`config.mk`:
```
export PLATFORM = sky130hd
export DESIGN_NAME = uart_byte_fifo
export DESIGN_NICKNAME = d
export VERILOG_FILES = /design/src/rtl/uart_byte_fifo.sv
export SDC_FILE = /design/constraint.sdc
export NUM_CORES = 1
export LEC_CHECK = 0
export ABC_AREA = 1
export BUFFER_PORTS_ARGS = -buffer_cell sky130_fd_sc_hd__buf_2
export CORE_MARGIN = 4
export CORE_UTILIZATION = 61
export CTS_CLUSTER_SIZE = 14
export DETAILED_ROUTE_END_ITERATION = 8
export PLACE_DENSITY = 0.87
export SYNTH_ARGS = -nofsm -noshare
export SYNTH_HDL_FRONTEND = slang
export SYNTH_SLANG_ARGS = --single-unit
```
`constraint.sdc`:
```
create_clock -name clock -period 2.3 [get_ports clock]
set_input_delay 0.575 -clock clock [delete_from_list [all_inputs] [get_ports clock]]
set_output_delay 0.575 -clock clock [all_outputs]
set_load 0.05 [all_outputs]
```
`src/rtl/uart_byte_fifo.sv`:
```
// uart_byte_fifo: first-word-fall-through byte FIFO between the UART receiver and transmitter, with drop-on-full reporting.
// Optional macro UART_FIFO_LINE_MODE_EN holds the output back until a complete line (CR or LF) is buffered.
module uart_byte_fifo #(
    parameter int DATA_WIDTH = 8,
    parameter int DEPTH      = 16
) (
    input  logic                         clock,
    input  logic                         reset,
    input  logic [DATA_WIDTH-1:0]        in_data,
    input  logic                         in_valid,
    output logic                         in_ready,
    output logic [DATA_WIDTH-1:0]        out_data,
    output logic                         out_valid,
    input  logic                         out_ready,
    output logic [$clog2(DEPTH+1)-1:0]   count,
    output logic                         full,
    output logic                         empty,
    output logic                         drop
);

    localparam int AW = $clog2(DEPTH);
    localparam int CW = $clog2(DEPTH+1);

    logic [DATA_WIDTH-1:0] mem [DEPTH];
    logic [AW-1:0]         wr_ptr;
    logic [AW-1:0]         rd_ptr;
    logic [CW-1:0]         count_q;
    logic                  push;
    logic                  pop;

    assign full     = (count_q == CW'(DEPTH));
    assign empty    = (count_q == '0);
    assign in_ready = !full;
    assign push     = in_valid && in_ready;
    assign pop      = out_valid && out_ready;
    assign drop     = in_valid && full;
    assign count    = count_q;

    // The RAM is never cleared, so the head is masked to zero while nothing is stored.
    assign out_data = empty ? '0 : mem[rd_ptr];

    always_ff @(posedge clock) begin
        if (push && !reset) begin
            mem[wr_ptr] <= in_data;
        end
    end

    always_ff @(posedge clock) begin
        if (reset) begin
            wr_ptr  <= '0;
            rd_ptr  <= '0;
            count_q <= '0;
        end else begin
            if (push) begin
                wr_ptr <= (wr_ptr == AW'(DEPTH-1)) ? '0 : wr_ptr + 1'b1;
            end
            if (pop) begin
                rd_ptr <= (rd_ptr == AW'(DEPTH-1)) ? '0 : rd_ptr + 1'b1;
            end
            case ({push, pop})
                2'b10:   count_q <= count_q + 1'b1;
                2'b01:   count_q <= count_q - 1'b1;
                default: count_q <= count_q;
            endcase
        end
    end

`ifdef UART_FIFO_LINE_MODE_EN
    function automatic logic is_eol(input logic [DATA_WIDTH-1:0] d);
        return (d == DATA_WIDTH'(8'h0A)) || (d == DATA_WIDTH'(8'h0D));
    endfunction

    logic [CW-1:0] lines;
    logic          push_eol;
    logic          pop_eol;

    assign push_eol = push && is_eol(in_data);
    assign pop_eol  = pop && is_eol(mem[rd_ptr]);

    always_ff @(posedge clock) begin
        if (reset) begin
            lines <= '0;
        end else if (push_eol && !pop_eol) begin
            lines <= lines + 1'b1;
        end else if (!push_eol && pop_eol) begin
            lines <= lines - 1'b1;
        end
    end

    // Releasing on full keeps a line longer than DEPTH from deadlocking the echo path.
    assign out_valid = !empty && ((lines != '0) || full);
`else
    assign out_valid = !empty;
`endif

endmodule

```
After elaboration in Yosys (flattened, before gate mapping)
Memories as Yosys holds them, arrays and structs flattened. A register that Yosys moved wholly into a read port is not among the register bits.
Index checks and enable logic that the tools add are counted.
Word-level totals
  register bits after elaboration: 13
  memory bits (writable): 128
  bits of input ports: 12
  output and inout bits: 18
  memories kept: 1
Memory list
  mem: words 16, width 8, read ports 1, clocked after Yosys merged registers in 1, wr ports 1, RTL line 24  | logic [DATA_WIDTH-1:0] mem [DEPTH];
Operators by class
  add/subtract/negate cells: 4
  equality and inequality tests: 5
  muxes and demuxes: 8
  reduce and logical (&&, ||, !) cells: 9
Operator list (number)
  two-way mux 4 bit: 4
  one-hot mux 5 bit (2 select lines): 1
  adder 4 x 1 -> 4 bit (second input constant): 2
  == test 4 bit (second input constant): 2
  two-way mux 8 bit: 1
  adder 5 x 1 -> 5 bit (second input constant): 1
  == test 5 bit (second input constant): 1
  zero test 5 bit: 1
  subtractor 5 x 1 -> 5 bit (second input constant): 1
  logical AND 1 bit: 4
  zero test 1 bit: 3
  == test 2 x 1 -> 1 bit (second input constant): 1
  == test 2 bit (second input constant): 1
  two-way mux 1 bit: 2
  nonzero test 2 bit: 1

Logic depth before layout (Yosys ltp)
  word-level depth: 6
  mapped depth: 16
  mapped depth without buffers: 16

Worst setup path after synthesis
OpenSTA, ideal clock, no wires.
  path type: reg-to-output
  from: reg count_q[3], in the netlist count[3]
  to: out out_data[0]
  arrival: 2.946 ns
  required time: 1.725 ns
  setup slack: -1.221 ns
  cell stages (with the launch flop): 5
  path buffers: 0
  cells stage by stage: dfxtp_1 -> inv_1 -> nand4_1 -> clkinv_1 -> a21oi_1
Between the ends
  word-level cells in the longest chain between the ends: 2
Ends and longest elaborated chain
  start: declaration: RTL line 27  | logic [CW-1:0] count_q;
  start signal: assignment: RTL line 61  | 2'b10: count_q <= count_q + 1'b1;
  start signal: assignment: RTL line 62  | 2'b01: count_q <= count_q - 1'b1;
  start signal: assignment: RTL line 63  | default: count_q <= count_q;
  zero test 5 bit: RTL line 32  | assign empty = (count_q == '0);
  named net empty: RTL line 17  | output logic empty,
  two-way mux 8 bit: RTL line 40  | assign out_data = empty ? '0 : mem[rd_ptr];
  end: declaration: RTL line 12  | output logic [DATA_WIDTH-1:0] out_data,
The timed path passes the listed nets, and every way through them passes these cells.

==> impl_metrics.ini <==
[critical_path]
critPathArrivalTime_ps = 2180
critical_path_class = register to primary output
crit_fanout = 8
required_ps = 1730
regToRegSetupSlack_ps = 150
worstSetupEndpointType = primary output
start_kind = register

[clock_network]
cts_made_buffers = 17
ctsLongestPathBuffers = 2
cts_hold_buf = 0
cts_tree = built
clock_latency_ps = 550
cts.clk_slew.worst_paths_ps = 60
root_buffer = clkbuf_8
cts_sinks = 145
cts_max_level = 4

[die]
core_mm2 = 0.00982
num_io_pins = 30
fp-row-count = 36
die_h_um = 109
initial_core_util_pct = 62.8
die_x_um = 109
dieArea_mm2 = 0.0118

[route]
wl_per_cell_um = 27.2
vias = 5282
dr.pass1.iters = 6
viasPerCell = 6.72
drc = 0
wl_um = 21400
initialDrtViolationCount = 959
antenna_left = 0

[global_route]
grt_util_met2_pct = 47.0
grt_pass1_wl_um = 25500
use_met3_pct = 8.18
track_usage_pct = 29.7
grt_antenna_before_repair = 0
grt_max_degree = 33
use_met1_pct = 39.0
grt.busiest_layer = met2
grt_overflow = 0
first_global_vias = 4671

[flow_run]
maxCapViolations = 0

[min_path]
holdCritPathClass = input pin to register

[power_and_ir_drop]
power_mw = 10.2
power.share.switching_pct = 38.7
seqPwrFrac_pct = 30.7
p_int_mw = 6.23
power_frac_comb_pct = 41.3
p_sw_mw = 3.94
peakVddDrop_v = 0.000775
pwr_density_cell_mw_per_mm2 = 1250
clockPowerShare_pct = 28.0
leakage_nw = 3.17

[sta]
fin_hold_ws_ps = 365
finalCriticalPeriod_ps = 2760
setup_slack_ps = -457
setup_viol = 9
tns_ps = -3260
slew_viol_final = 0
tightest_slew_ps = 614
slew-limit-headroom_pct = 59.0
finalCritPeriodShare_pct = 120
hold_violations = 0
skew_ps = 10.2
rsz0062_at_grt = yes
fmax_mhz = 363

[placement]
port_buffers = 29
placed_area_mm2 = 0.00671
gp_congestion = 0.857
dp_hpwl_um = 9340
dpl.cell_count = 737

[cells_and_area]
diodes = 0
instances_no_fill = 786
fin_area_mm2 = 0.00813
fin_nets = 660
layout-drive-gt1-share_pct = 34.0
fill_cells = 395
areaGrowthSynthToFinish_pct = 31.9

[synth]
yosysSeqAreaShare_pct = 67.9
synth_top_area_share_pct = 62.4
synth_top_cell_by_area = edfxtp_1
ys.warnings.count = 0
ys_ff_latch = 145
synth_area_leaders = edfxtp_1 (62%), nand2_1 (12%), nand3_1 (8.4%)
synth_nets = 593
postSynthCellCount = 573
syn_area_mm2 = 0.00616
avgSynthCellArea_um2 = 10.8
synth.distinct_cells = 23

[outcome]
violations = negative setup slack
status = finished, violations left
==> critical path, stage by stage (launching register included) <==
cell and delay (ps):
dfxtp_4 370, buf_12 140, clkinv_16 80, clkbuf_16 160, nand2_1 90, nand3_1 120, nand3_2 130, nand2_1 110
nand2_1 90, a21oi_4 150, buf_6 180
==> sequential cells by signal, summed over array words and instances (netlist names), named ones only <==
name    count
count       5
wr_ptr      4
rd_ptr      4
mem       128
==> path summary, 6_finish.rpt <==
| kind | start | endpoint | cells after the start |
|---|---|---|---|
| setup reg to reg | count[1] | count[4] | 16 |
| hold reg to reg | count[0] | count[0] | 1 |
| hold / removal | reset | wr_ptr[2] | 2 |
| setup / recovery | register | out_data[2] | 10 |
==> cells by family after synthesis <==
logic type	Yosys count	share of synthesized area, %
AND/OR/NAND/NOR	332	22.9
adder cells (fa/ha/maj)	8	1.62
XOR/XNOR	5	0.711
flip-flops	145	67.9
AO/OA/AOI/OAI	28	2.27
buffers and inverters	55	4.55
==> cell usage in the layout (no fill, tap or decap), drive strengths merged, types with 9 or more instances in the layout <==
cell type,synthesis,routed
clkbuf,5,26
o21ai,10,10
nand2,194,194
a21oi,18,18
nand3,105,105
buf,20,66
edfxtp,128,128
nor2,27,27
dfxtp,17,17
inv,29,27
clkinv,1,9
==> cell usage after synthesis <==
master / instances
a21oi_1: 18
buf_1: 1
buf_2: 11
buf_6: 8
clkbuf_1: 5
clkinv_1: 1
dfxtp_1: 17
edfxtp_1: 128
ha_1: 8
inv_1: 27
inv_2: 2
nand2_1: 192
nand2_2: 1
nand2_4: 1
nand3_1: 104
nand3_2: 1
nand4_1: 1
nand4_2: 1
nor2_1: 25
nor2_2: 2
nor3_1: 4
o21ai_0: 10
xor2_1: 5
==> routing by layer <==
metal | up-vias | part of all wire (%) | wire, µm
li1 | 2106 | - | -
met1 | 2456 | 32 | 6930
met3 | 170 | 14 | 3040
met4 | 0 | 7.6 | 1620
met5 | - | 0 | 0
met2 | 550 | 46 | 9820
==> cell type report <==
cell class | count | area [µm²] | area share [%]
Inverter | 30 | 155 | 1.91
Timing Repair Buffer | 73 | 826 | 10.2
Tap cell | 133 | 166 | 2.05
Sequential cell | 145 | 4210 | 51.8
Multi-Input combinational cell | 373 | 2190 | 26.9
Clock inverter | 13 | 168 | 2.06
Clock buffer | 19 | 422 | 5.19
==> power by group through the flow <==
stage          clock, mW  sequential, mW  combinational (mW)
6_report            2.85            3.12                4.20
5_1_grt             2.96            3.13                4.34
4_1_cts             2.76            3.11                3.22
3_5_place_dp           0            3.15                2.82
3_3_place_gp           0            3.14                2.72
2_1_floorplan          0            3.23                2.03
==> metrics by stage <==
stage                     setup WS (ps)  utilization (%)
after global routing               -635             82.8
after floorplan                    -372                -
after global placement              263             68.3
after detailed placement            194             68.3
final                              -457             82.8
after CTS                          -245             76.2
==> timing repair <==
action	4_1_cts	5_1_grt
endpoints found under the hold margin	0	0
cloned	2	7
resized for setup	40	100
setup endpoints to repair	9	10
setup buffers	0	8
pin swaps	2	32
Note: power is estimated with default switching activity, not from simulation.
